$ cat config.mk
export PLATFORM = sky130hd
export DESIGN_NAME = i2s_rx_deserializer_flat
export DESIGN_NICKNAME = d
export VERILOG_FILES = /design/src/rtl/i2s_rx_deserializer_if.sv /design/src/rtl/i2s_rx_deserializer.sv /design/src/flat_wrapper.sv
export SDC_FILE = /design/constraint.sdc
export NUM_CORES = 1
export LEC_CHECK = 0
export ABC_CLOCK_PERIOD_IN_PS = 2200
export BUFFER_PORTS_ARGS = -buffer_cell sky130_fd_sc_hd__buf_2
export CELL_PAD_IN_SITES_DETAIL_PLACEMENT = 1
export CELL_PAD_IN_SITES_GLOBAL_PLACEMENT = 2
export CORE_MARGIN = 2
export CORE_UTILIZATION = 39
export CTS_CLUSTER_SIZE = 40
export DETAILED_ROUTE_END_ITERATION = 8
export PLACE_DENSITY_LB_ADDON = 0.1
export SYNTH_ARGS = -nofsm -noshare
export SYNTH_HDL_FRONTEND = slang
export SYNTH_SLANG_ARGS = --single-unit
$ cat constraint.sdc
create_clock -name clk -period 2.2 [get_ports clk]
set_clock_uncertainty 0.05 [all_clocks]
set_input_delay 0.22 -clock clk [delete_from_list [all_inputs] [get_ports clk]]
set_output_delay 0.22 -clock clk [all_outputs]
set_load 0.1 [all_outputs]
$ cat src/rtl/i2s_rx_deserializer_if.sv
// Sample stream from the I2S receiver: head-of-buffer word with valid/ready plus event pulses.
interface i2s_rx_deserializer_if #(
  parameter int DATA_W = 23
);
  logic signed [DATA_W-1:0] sample_data;
  logic                     sample_right;
  logic                     sample_valid;
  logic                     sample_ready;
  logic                     overrun;
  logic                     short_word;

  modport master (
    output sample_data,
    output sample_right,
    output sample_valid,
    output overrun,
    output short_word,
    input  sample_ready
  );

  modport slave (
    input  sample_data,
    input  sample_right,
    input  sample_valid,
    input  overrun,
    input  short_word,
    output sample_ready
  );
endinterface

$ cat src/rtl/i2s_rx_deserializer.sv
// Oversampling Philips-I2S receiver: synchronises sck/ws/sd, rebuilds left/right PCM words
// and hands them out through a 2-entry valid/ready buffer.
module i2s_rx_deserializer #(
  parameter int DATA_W      = 23,
  parameter int SYNC_STAGES = 2
) (
  input  logic                  clk,
  input  logic                  rst,
  input  logic                  sck,
  input  logic                  ws,
  input  logic                  sd,
  i2s_rx_deserializer_if.master smp
);

  localparam int CNT_W = $clog2(DATA_W + 2);
  localparam logic [CNT_W-1:0] LAST_POS = CNT_W'(DATA_W - 1);
  localparam logic [CNT_W-1:0] CNT_FULL = CNT_W'(DATA_W);
  localparam logic [CNT_W-1:0] CNT_SAT  = CNT_W'(DATA_W + 1);

  typedef enum logic [1:0] {IDLE, ARM, SHIFT} state_t;

  // Writes bit b at MSB-relative position cnt; positions past the LSB are dropped.
  function automatic logic [DATA_W-1:0] place_bit(input logic [DATA_W-1:0] w,
                                                  input logic b,
                                                  input logic [CNT_W-1:0] cnt);
    if (cnt < CNT_FULL) return w | (DATA_W'(b) << (LAST_POS - cnt));
    return w;
  endfunction

  function automatic logic [CNT_W-1:0] cnt_inc(input logic [CNT_W-1:0] c);
    return (c < CNT_SAT) ? c + CNT_W'(1) : c;
  endfunction

  logic [SYNC_STAGES-1:0] sck_sync;
  logic [SYNC_STAGES-1:0] ws_sync;
  logic [SYNC_STAGES-1:0] sd_sync;
  logic                   sck_prev;
  logic                   edge_p0;
  logic                   ws_p0;
  logic                   sd_p0;

  state_t            state;
  logic              ws_last;
  logic              ws_known;
  logic              chan;
  logic [DATA_W-1:0] shreg;
  logic [CNT_W-1:0]  bit_cnt;

  logic [DATA_W:0]   mem [2];
  logic              wr_ptr;
  logic              rd_ptr;
  logic [1:0]        count;
  logic              overrun_r;
  logic              short_r;

  logic              wr_req;
  logic              wr_ok;
  logic              rd;
  logic              word_short;
  logic [DATA_W-1:0] word_done;
  logic [DATA_W:0]   head;

  // Synchronizers and sck rise detection; edge_p0 qualifies the ws/sd captured with it
  always_ff @(posedge clk or negedge rst) begin
    if (!rst) begin
      sck_sync <= '0;
      ws_sync  <= '0;
      sd_sync  <= '0;
      sck_prev <= 1'b0;
      edge_p0  <= 1'b0;
      ws_p0    <= 1'b0;
      sd_p0    <= 1'b0;
    end else begin
      sck_sync <= {sck_sync[SYNC_STAGES-2:0], sck};
      ws_sync  <= {ws_sync[SYNC_STAGES-2:0], ws};
      sd_sync  <= {sd_sync[SYNC_STAGES-2:0], sd};
      sck_prev <= sck_sync[SYNC_STAGES-1];
      edge_p0  <= sck_sync[SYNC_STAGES-1] & ~sck_prev;
      ws_p0    <= ws_sync[SYNC_STAGES-1];
      sd_p0    <= sd_sync[SYNC_STAGES-1];
    end
  end

  // A ws change seen in SHIFT carries the LSB of the word in progress
  assign wr_req     = edge_p0 && (state == SHIFT) && (ws_p0 != ws_last);
  assign word_done  = place_bit(shreg, sd_p0, bit_cnt);
  assign word_short = bit_cnt < LAST_POS;

  // Word assembly
  always_ff @(posedge clk or negedge rst) begin
    if (!rst) begin
      state    <= IDLE;
      ws_last  <= 1'b0;
      ws_known <= 1'b0;
      chan     <= 1'b0;
      shreg    <= '0;
      bit_cnt  <= '0;
    end else if (edge_p0) begin
      ws_last <= ws_p0;
      unique case (state)
        IDLE: begin
          ws_known <= 1'b1;
          if (ws_known && (ws_p0 != ws_last)) state <= ARM;
        end
        ARM: begin
          shreg   <= {sd_p0, {(DATA_W-1){1'b0}}};
          bit_cnt <= CNT_W'(1);
          chan    <= ws_p0;
          state   <= SHIFT;
        end
        SHIFT: begin
          if (ws_p0 != ws_last) begin
            state <= ARM;
          end else begin
            shreg   <= word_done;
            bit_cnt <= cnt_inc(bit_cnt);
          end
        end
        default: state <= IDLE;
      endcase
    end
  end

  assign rd    = (count != 2'd0) && smp.sample_ready;
  assign wr_ok = wr_req && ((count != 2'd2) || rd);

  // Output buffer; a write into a full buffer succeeds only when the head leaves this cycle
  always_ff @(posedge clk or negedge rst) begin
    if (!rst) begin
      mem[0]    <= '0;
      mem[1]    <= '0;
      wr_ptr    <= 1'b0;
      rd_ptr    <= 1'b0;
      count     <= 2'd0;
      overrun_r <= 1'b0;
      short_r   <= 1'b0;
    end else begin
      if (wr_ok) begin
        mem[wr_ptr] <= {chan, word_done};
        wr_ptr      <= ~wr_ptr;
      end
      if (rd) rd_ptr <= ~rd_ptr;
      case ({wr_ok, rd})
        2'b10:   count <= count + 2'd1;
        2'b01:   count <= count - 2'd1;
        default: count <= count;
      endcase
      overrun_r <= wr_req && !wr_ok;
      short_r   <= wr_ok && word_short;
    end
  end

  assign head             = mem[rd_ptr];
  assign smp.sample_data  = $signed(head[DATA_W-1:0]);
  assign smp.sample_right = head[DATA_W];
  assign smp.sample_valid = count != 2'd0;
  assign smp.overrun      = overrun_r;
  assign smp.short_word   = short_r;

endmodule

$ cat src/flat_wrapper.sv
// flat-port wrapper written by rule: the top's interface ports become plain ports
module i2s_rx_deserializer_flat 
#(
  parameter int DATA_W      = 23,
  parameter int SYNC_STAGES = 2
)
  (clk, rst, sck, ws, sd, smp_sample_data, smp_sample_right, smp_sample_valid, smp_overrun, smp_short_word, smp_sample_ready);
  i2s_rx_deserializer_if #(.DATA_W(DATA_W)) smp_i ();
  input  logic clk;
  input  logic rst;
  input  logic sck;
  input  logic ws;
  input  logic sd;
  output wire logic [$bits(smp_i.sample_data)-1:0] smp_sample_data;
  output wire logic [$bits(smp_i.sample_right)-1:0] smp_sample_right;
  output wire logic [$bits(smp_i.sample_valid)-1:0] smp_sample_valid;
  output wire logic [$bits(smp_i.overrun)-1:0] smp_overrun;
  output wire logic [$bits(smp_i.short_word)-1:0] smp_short_word;
  input wire logic [$bits(smp_i.sample_ready)-1:0] smp_sample_ready;
  assign smp_sample_data = smp_i.sample_data;
  assign smp_sample_right = smp_i.sample_right;
  assign smp_sample_valid = smp_i.sample_valid;
  assign smp_overrun = smp_i.overrun;
  assign smp_short_word = smp_i.short_word;
  assign smp_i.sample_ready = smp_sample_ready;
  i2s_rx_deserializer #(.DATA_W(DATA_W), .SYNC_STAGES(SYNC_STAGES)) u_core (.clk(clk), .rst(rst), .sck(sck), .ws(ws), .sd(sd), .smp(smp_i));
endmodule
==> flow_metrics.tcl, run 1 <==
set metrics [dict create \
    status "finished clean" \
    synthCells 439 \
    die_w_um 112 \
    vias 3374 \
    place_area_mm2 0.00536 \
    fmax_mhz 503 \
    crit_cells 5 \
    overflow 0 \
    yosys.area.top_type "dfrtp_1" \
    track_usage 0.196 \
    r2r_start "u_core.bit_cnt[0]" \
    hold_path_class "input port to flip-flop" \
    whs_endpoint "u_core.smp.overrun" \
    io_buffers 32 \
    period_share 0.903 \
    nNetsFinal 499 \
    worst_slack_ns 0.212 \
    dp_slack_ns 0.155 \
    path_cells "inv_1 > ha_1 > nor2b_1 > nand3_1 > o21ai_0" \
    cts_num_sinks 97 \
    worstPathMaxFanout 9 \
    worstHoldStart "smp_sample_ready" \
    ys_seq_elements 97 \
    stdcell_area_mm2 0.00571 \
    avgSynthCellArea_um2 10.4 \
    min_path_cells 3 \
    grt_pass1_wl_um 19200 \
    worst_slew_pin_slew_ns 0.692 \
    path_buf_inv 1 \
    numCtsBuffers 9 \
    synthDistinctLibCells 48 \
    finalSetupViolations 0 \
    p_leak_uw 0.00248 \
    ff2ff_path_depth 5 \
    r2r_slack_ns 0.21 \
    grt_max_degree 52 \
    clk_pin_slew_ns 0.07 \
    viasPerCell 5.34 \
    h-tree-depth 3 \
    std_cell_rows 39 \
    critPathTopFamily "simple AND/OR/NAND/NOR gates" \
    synth_top_cell_area_share 0.534 \
    insertion_delay_ns 0.34 \
    synth_top_flop_cell "dfrtp_1" \
    area_delta_synth_final_pct 25.5 \
    syn_nets 453 \
    die_area_mm2 0.0125 \
    synth.most_common_cell "dfrtp_1" \
    antenna_found_initial 0 \
    syn_area_mm2 0.00455 \
    grt_pass1_vias 3680 \
    p_per_area_mw_per_mm2 1250 \
    drv_cap 0 \
    setup_tns_ns 0 \
    relSlewSlack 0.539 \
    diodes 0 \
    die_h_um 112 \
    required_ns 2.41 \
    dp_hpwl_um 8110 \
    synth_async_sr_flop_share 1.00 \
    utilization 0.500 \
    gp_congestion 0.805 \
    yosysSeqAreaShare 0.534 \
    crit_type "flip-flop to flip-flop" \
    drive_gt1_frac 0.231 \
    ir_drop_mv 1.23 \
    drtIter0Drc 138 \
    drt-total-wl_um 11600 \
    drc 0 \
    rsz0062_at_grt "false" \
    pin_count 33 \
    power_uw 7120 \
    ys_warn_count 0 \
    synthTopCellsByArea "dfrtp_1, mux2_2, mux2i_1" \
    ctsRootBufferMaster "clkbuf_16" \
    drt-wirelength-per-cell_um 18.3 \
    cpPeakStageDelay_ns 0.47 \
    critPathLaunchType "flip-flop" \
    fin_crit_ns 1.99 \
    rr_endpoint "u_core.shreg[10]" \
    crit_slowest_cell "dfrtp_1" \
    drv_slew 0 \
    finalHoldViolations 0 \
    cts_tree "done" \
    endpoint_kind "flip-flop" \
    cts_buffer_depth 2 \
    core_mm2 0.0114 \
    yosys-top-cells-count "dfrtp_1, nor2_1, nand2_1" \
    synth_edf_count 0 \
    post-cts-setup-buffer-count 0 \
    postRouteAntennaNets 0 \
    timing.critical_path.arrival_ns 2.20 \
    start_util 0.398 \
    dr.pass1.iters 4 \
]
==> layout by cell type, fill, tap and decap left out, types with 4 or more instances in the layout <==
| cell | netlist | layout |
|---|---|---|
| buf_2 | 6 | 7 |
| mux2i_1 | 24 | 24 |
| buf_12 | 1 | 28 |
| clkbuf_16 | 0 | 9 |
| o21ai_1 | 8 | 8 |
| nand3_1 | 14 | 14 |
| nand4_1 | 6 | 6 |
| nand2_1 | 49 | 49 |
| a21oi_1 | 27 | 27 |
| dlygate4sd3_1 | 0 | 4 |
| nor2_1 | 50 | 50 |
| nor2b_1 | 5 | 5 |
| mux2_2 | 28 | 28 |
| inv_1 | 7 | 7 |
| nand4b_1 | 4 | 4 |
| and2_1 | 4 | 4 |
| o21ai_0 | 40 | 40 |
| dfrtp_1 | 97 | 97 |
| buf_4 | 3 | 23 |
| ha_1 | 8 | 8 |
==> cells by family after synthesis <==
group | share of synthesized area
mux | 0.122
buf+inv | 0.0402
flops | 0.534
fa+ha+maj | 0.0220
simple gates | 0.161
compound gates | 0.108
xor+xnor | 0.0132
==> worst reg2reg max path, delay by kind of cell (launching register included) <==
kind                       cells  cell delay, ns
DFF                            1            0.47
AOI/OAI and AO/OA              1            0.27
adders and majority gates      1            0.35
buffers and inverters          1            0.09
and+or+nand+nor                2            0.68
==> power by group <==
| group | switching, uW | leakage [uW] | internal (uW) | total, uW |
|---|---|---|---|---|
| logic | 1990 | 0.00110 | 1150 | 3140 |
| registers | 224 | 0.00122 | 2080 | 2300 |
| clock network | 659 | 0.000153 | 1020 | 1680 |
| total | 2870 | 0.00248 | 4240 | 7120 |
==> worst max path at each step <==
stage	start	end	slack, ns
floorplan	u_core.state[0]	u_core.mem[1]	0.19
global placement	u_core.bit_cnt[0]	u_core.shreg[18]	0.23
detailed placement	u_core.bit_cnt[0]	u_core.shreg[10]	0.16
CTS	u_core.bit_cnt[0]	u_core.shreg[10]	0.17
global route	u_core.bit_cnt[0]	u_core.shreg[18]	0.01
finish	u_core.bit_cnt[0]	u_core.shreg[10]	0.21
==> layer usage <==
metal | up-vias | routed length (um) | track usage
met3 | 10 | 229 | 0.0305
met2 | 33 | 5760 | 0.331
li1 | 1603 | - | -
met1 | 1728 | 5410 | 0.257
met5 | - | 0 | 0
met4 | 0 | 163 | 0.0715
==> repair_timing <==
| item | 4_1_cts | 5_1_grt |
|---|---|---|
| endpoints found under the hold margin | 51 | 0 |
| hold buffers | 4 | 0 |
| setup endpoints to repair | 0 | 0 |
| resized for setup | 0 | 0 |
==> sequential cells by signal (all words and copies together) (netlist names) <==
register / flops
u_core.rd_ptr: 1
u_core.sck_sync: 2
u_core.smp.overrun: 1
u_core.ws_known: 1
u_core.ws_p0: 1
u_core.chan: 1
u_core.state: 2
u_core.ws_last: 1
u_core.bit_cnt: 5
u_core.sd_sync: 2
u_core.smp.short_word: 1
u_core.sck_prev: 1
u_core.mem: 48
u_core.ws_sync: 2
u_core.shreg: 23
u_core.sd_p0: 1
u_core.wr_ptr: 1
u_core.edge_p0: 1
u_core.count: 2
==> area by class of cell <==
class | count | area [um^2]
timing repair buffer | 62 | 808
multi-input combinational | 308 | 1950
sequential | 97 | 2430
clock inverter | 3 | 65.1
clock buffer | 12 | 246
tap | 143 | 179
fill | 1244 | 5710
inverter | 7 | 26.3
==> stage by stage <==
stage / hold WS, ns / instances
floorplan: -0.126 / 439
global placement: 0.255 / 613
detailed placement: 0.264 / 613
CTS: 0.171 / 632
global route: 0.221 / 632
finish: 0.182 / 632
No activity file was read; power rests on OpenSTA's default activity.
==> run 2: changes to the inputs <==
--- a/config.mk
+++ b/config.mk
@@ -13,7 +13,7 @@
 export CORE_UTILIZATION = 39
 export CTS_CLUSTER_SIZE = 40
 export DETAILED_ROUTE_END_ITERATION = 8
-export PLACE_DENSITY_LB_ADDON = 0.1
+export PLACE_DENSITY = 0.78
 export SYNTH_ARGS = -nofsm -noshare
 export SYNTH_HDL_FRONTEND = slang
 export SYNTH_SLANG_ARGS = --single-unit
==> flow_metrics.tcl, run 2 (synthesis results as in run 1) <==
set metrics [dict create \
    diodes 0 \
    path_cells "inv_1 > ha_1 > nand2_1 > nor4_4 > buf_12 > mux2i_1 > o21ai_0" \
    std_cell_rows 39 \
    power_frac_comb 0.450 \
    nNetsFinal 494 \
    largest_reg_flops 48 \
    die_area_mm2 0.0125 \
    ctsRootBufferMaster "clkbuf_16" \
    area_delta_synth_final_pct 24.3 \
    numCtsBuffers 9 \
    utilization 0.495 \
    period_share 0.905 \
    ir_drop_mv 0.857 \
    status "finished clean" \
    track_usage 0.192 \
    p_sw_uw 2890 \
    io_buffers 32 \
    clk_pin_slew_ns 0.07 \
    critPathLaunchType "flip-flop" \
    p_per_area_mw_per_mm2 1220 \
    crit_type "flip-flop to flip-flop" \
    drv_slew 0 \
    postRouteAntennaNets 0 \
    grt_pass1_wl_um 19000 \
    overflow 0 \
    drive_gt1_frac 0.233 \
    finalHoldViolations 0 \
    dp_hpwl_um 7660 \
    cts_num_sinks 97 \
    switching_share 0.418 \
    dr.pass1.iters 4 \
    setup_tns_ns 0 \
    cts_buffer_depth 2 \
    final_cell_mix "dfrtp_1, nor2_1, nand2_1, o21ai_0" \
    fin_crit_ns 1.99 \
    start_util 0.398 \
    viasPerCell 5.36 \
    drt-total-wl_um 11300 \
    drv_cap 0 \
    seq_power_share 0.335 \
    crit_slowest_cell "dfrtp_1" \
    final_common_cell "dfrtp_1" \
    critPathTopFamily "simple AND/OR/NAND/NOR gates" \
    relSlewSlack 0.536 \
    p_leak_uw 0.00243 \
    drtIter0Drc 104 \
    cts_tree "done" \
    worst_slew_pin_slew_ns 0.696 \
    regMostFlops "u_core.mem" \
    insertion_delay_ns 0.35 \
    endpoint_kind "flip-flop" \
    die_w_um 112 \
    h-tree-depth 3 \
    vias 3363 \
    reg_top3 "u_core.mem: 48 flops, u_core.shreg: 23 flops, u_core.bit_cnt: 5 flops" \
    finalSetupViolations 0 \
    intPower_uw 4030 \
    path_buf_inv 2 \
    cpPeakStageDelay_ns 0.43 \
    worstPathMaxFanout 28 \
    timing.critical_path.arrival_ns 2.17 \
    rsz0062_at_grt "false" \
    grt_pass1_vias 3535 \
    core_mm2 0.0114 \
    required_ns 2.38 \
    power.share.clock 0.216 \
    hold_path_class "input port to flip-flop" \
    grt_max_degree 53 \
    drc 0 \
    fmax_mhz 502 \
    die_h_um 112 \
    drt-wirelength-per-cell_um 18.0 \
    gp_congestion 0.837 \
    pin_count 33 \
    antenna_found_initial 0 \
]
-- run 2: changes by cell type in the layout (fill, tap and decap cells not counted) --
cell / previous run / this run
buf_4: 23 / 18
clkbuf_1: 2 / 0
clkbuf_8: 1 / 2
nand3_2: 0 / 1
nor2b_2: 0 / 1
bufinv_16: 2 / 0
clkinv_2: 1 / 3
nor2b_1: 5 / 4
nand3_1: 14 / 13
clkinvlp_4: 0 / 2
or2_2: 3 / 2
or2_4: 0 / 1
-- run 2: repair_timing --
action,CTS,global route
resized for setup,0,3
endpoints found under the setup margin,0,7
hold buffers,4,0
endpoints found under the hold margin,52,0
setup buffers,0,0
-- run 2: path summary, 6_finish.rpt --
path / slack (ns) / cells after the start / from / end
worst max-delay path: 0.21 / 7 / u_core.state[0] / u_core.mem[31]
worst min-delay path: 0.17 / 3 / smp_sample_ready / u_core.smp.overrun
worst max register to register: 0.21 / 7 / u_core.state[0] / u_core.mem[31]
worst min register to register: 0.30 / 0 / u_core.sd_sync[0] / u_core.sd_sync[1]
max in group asynchronous: 1.05 / 3 / rst / u_core.shreg[9]
min in group asynchronous: 0.40 / 2 / rst / u_core.sck_sync[1]
-- run 2: layer usage --
metal	GRT usage	up-vias	share of wire	routed length, um
met1	0.251	1701	0.46	5180
met4	0.0748	0	0.029	326
met3	0.0332	20	0.018	208
li1	-	1603	-	-
met5	0	-	0	0
met2	0.322	39	0.49	5580
-- run 2: area by class of cell --
cell class	instances	area (um^2)
fillers	1227	5770
flip-flops and latches	97	2430
multi-input cells	308	1960
repair buffers	57	771
clock buffers	11	253
well taps	143	179
clock inverters	5	30.0
inverters	7	26.3
-- run 2: worst min-delay path: stages --
cell and delay (ns):
buf_2 0.09, or3b_2 0.15, nor3_1 0.06
-- run 2: per-stage QoR --
stage               setup slack (ns)  hold WS (ns)  power [uW]  cells  cell area, um^2
global placement               0.135         0.250        5400    608             5320
detailed placement            0.0533         0.252        5470    608             5320
CTS                           0.0282         0.175        6990    628             5640
floorplan                      0.193        -0.126        4320    439             4550
global route                  0.0373         0.179        7290    628             5650
finish                         0.209         0.170        6920    628             5650
-- run 2: power groups by stage --
stage / registers, uW / clock network [uW] / logic, uW
floorplan: 2270 / 0 / 2050
global placement: 2320 / 0 / 3080
detailed placement: 2350 / 0 / 3120
CTS: 2320 / 1530 / 3140
global route: 2370 / 1620 / 3300
finish: 2320 / 1490 / 3110
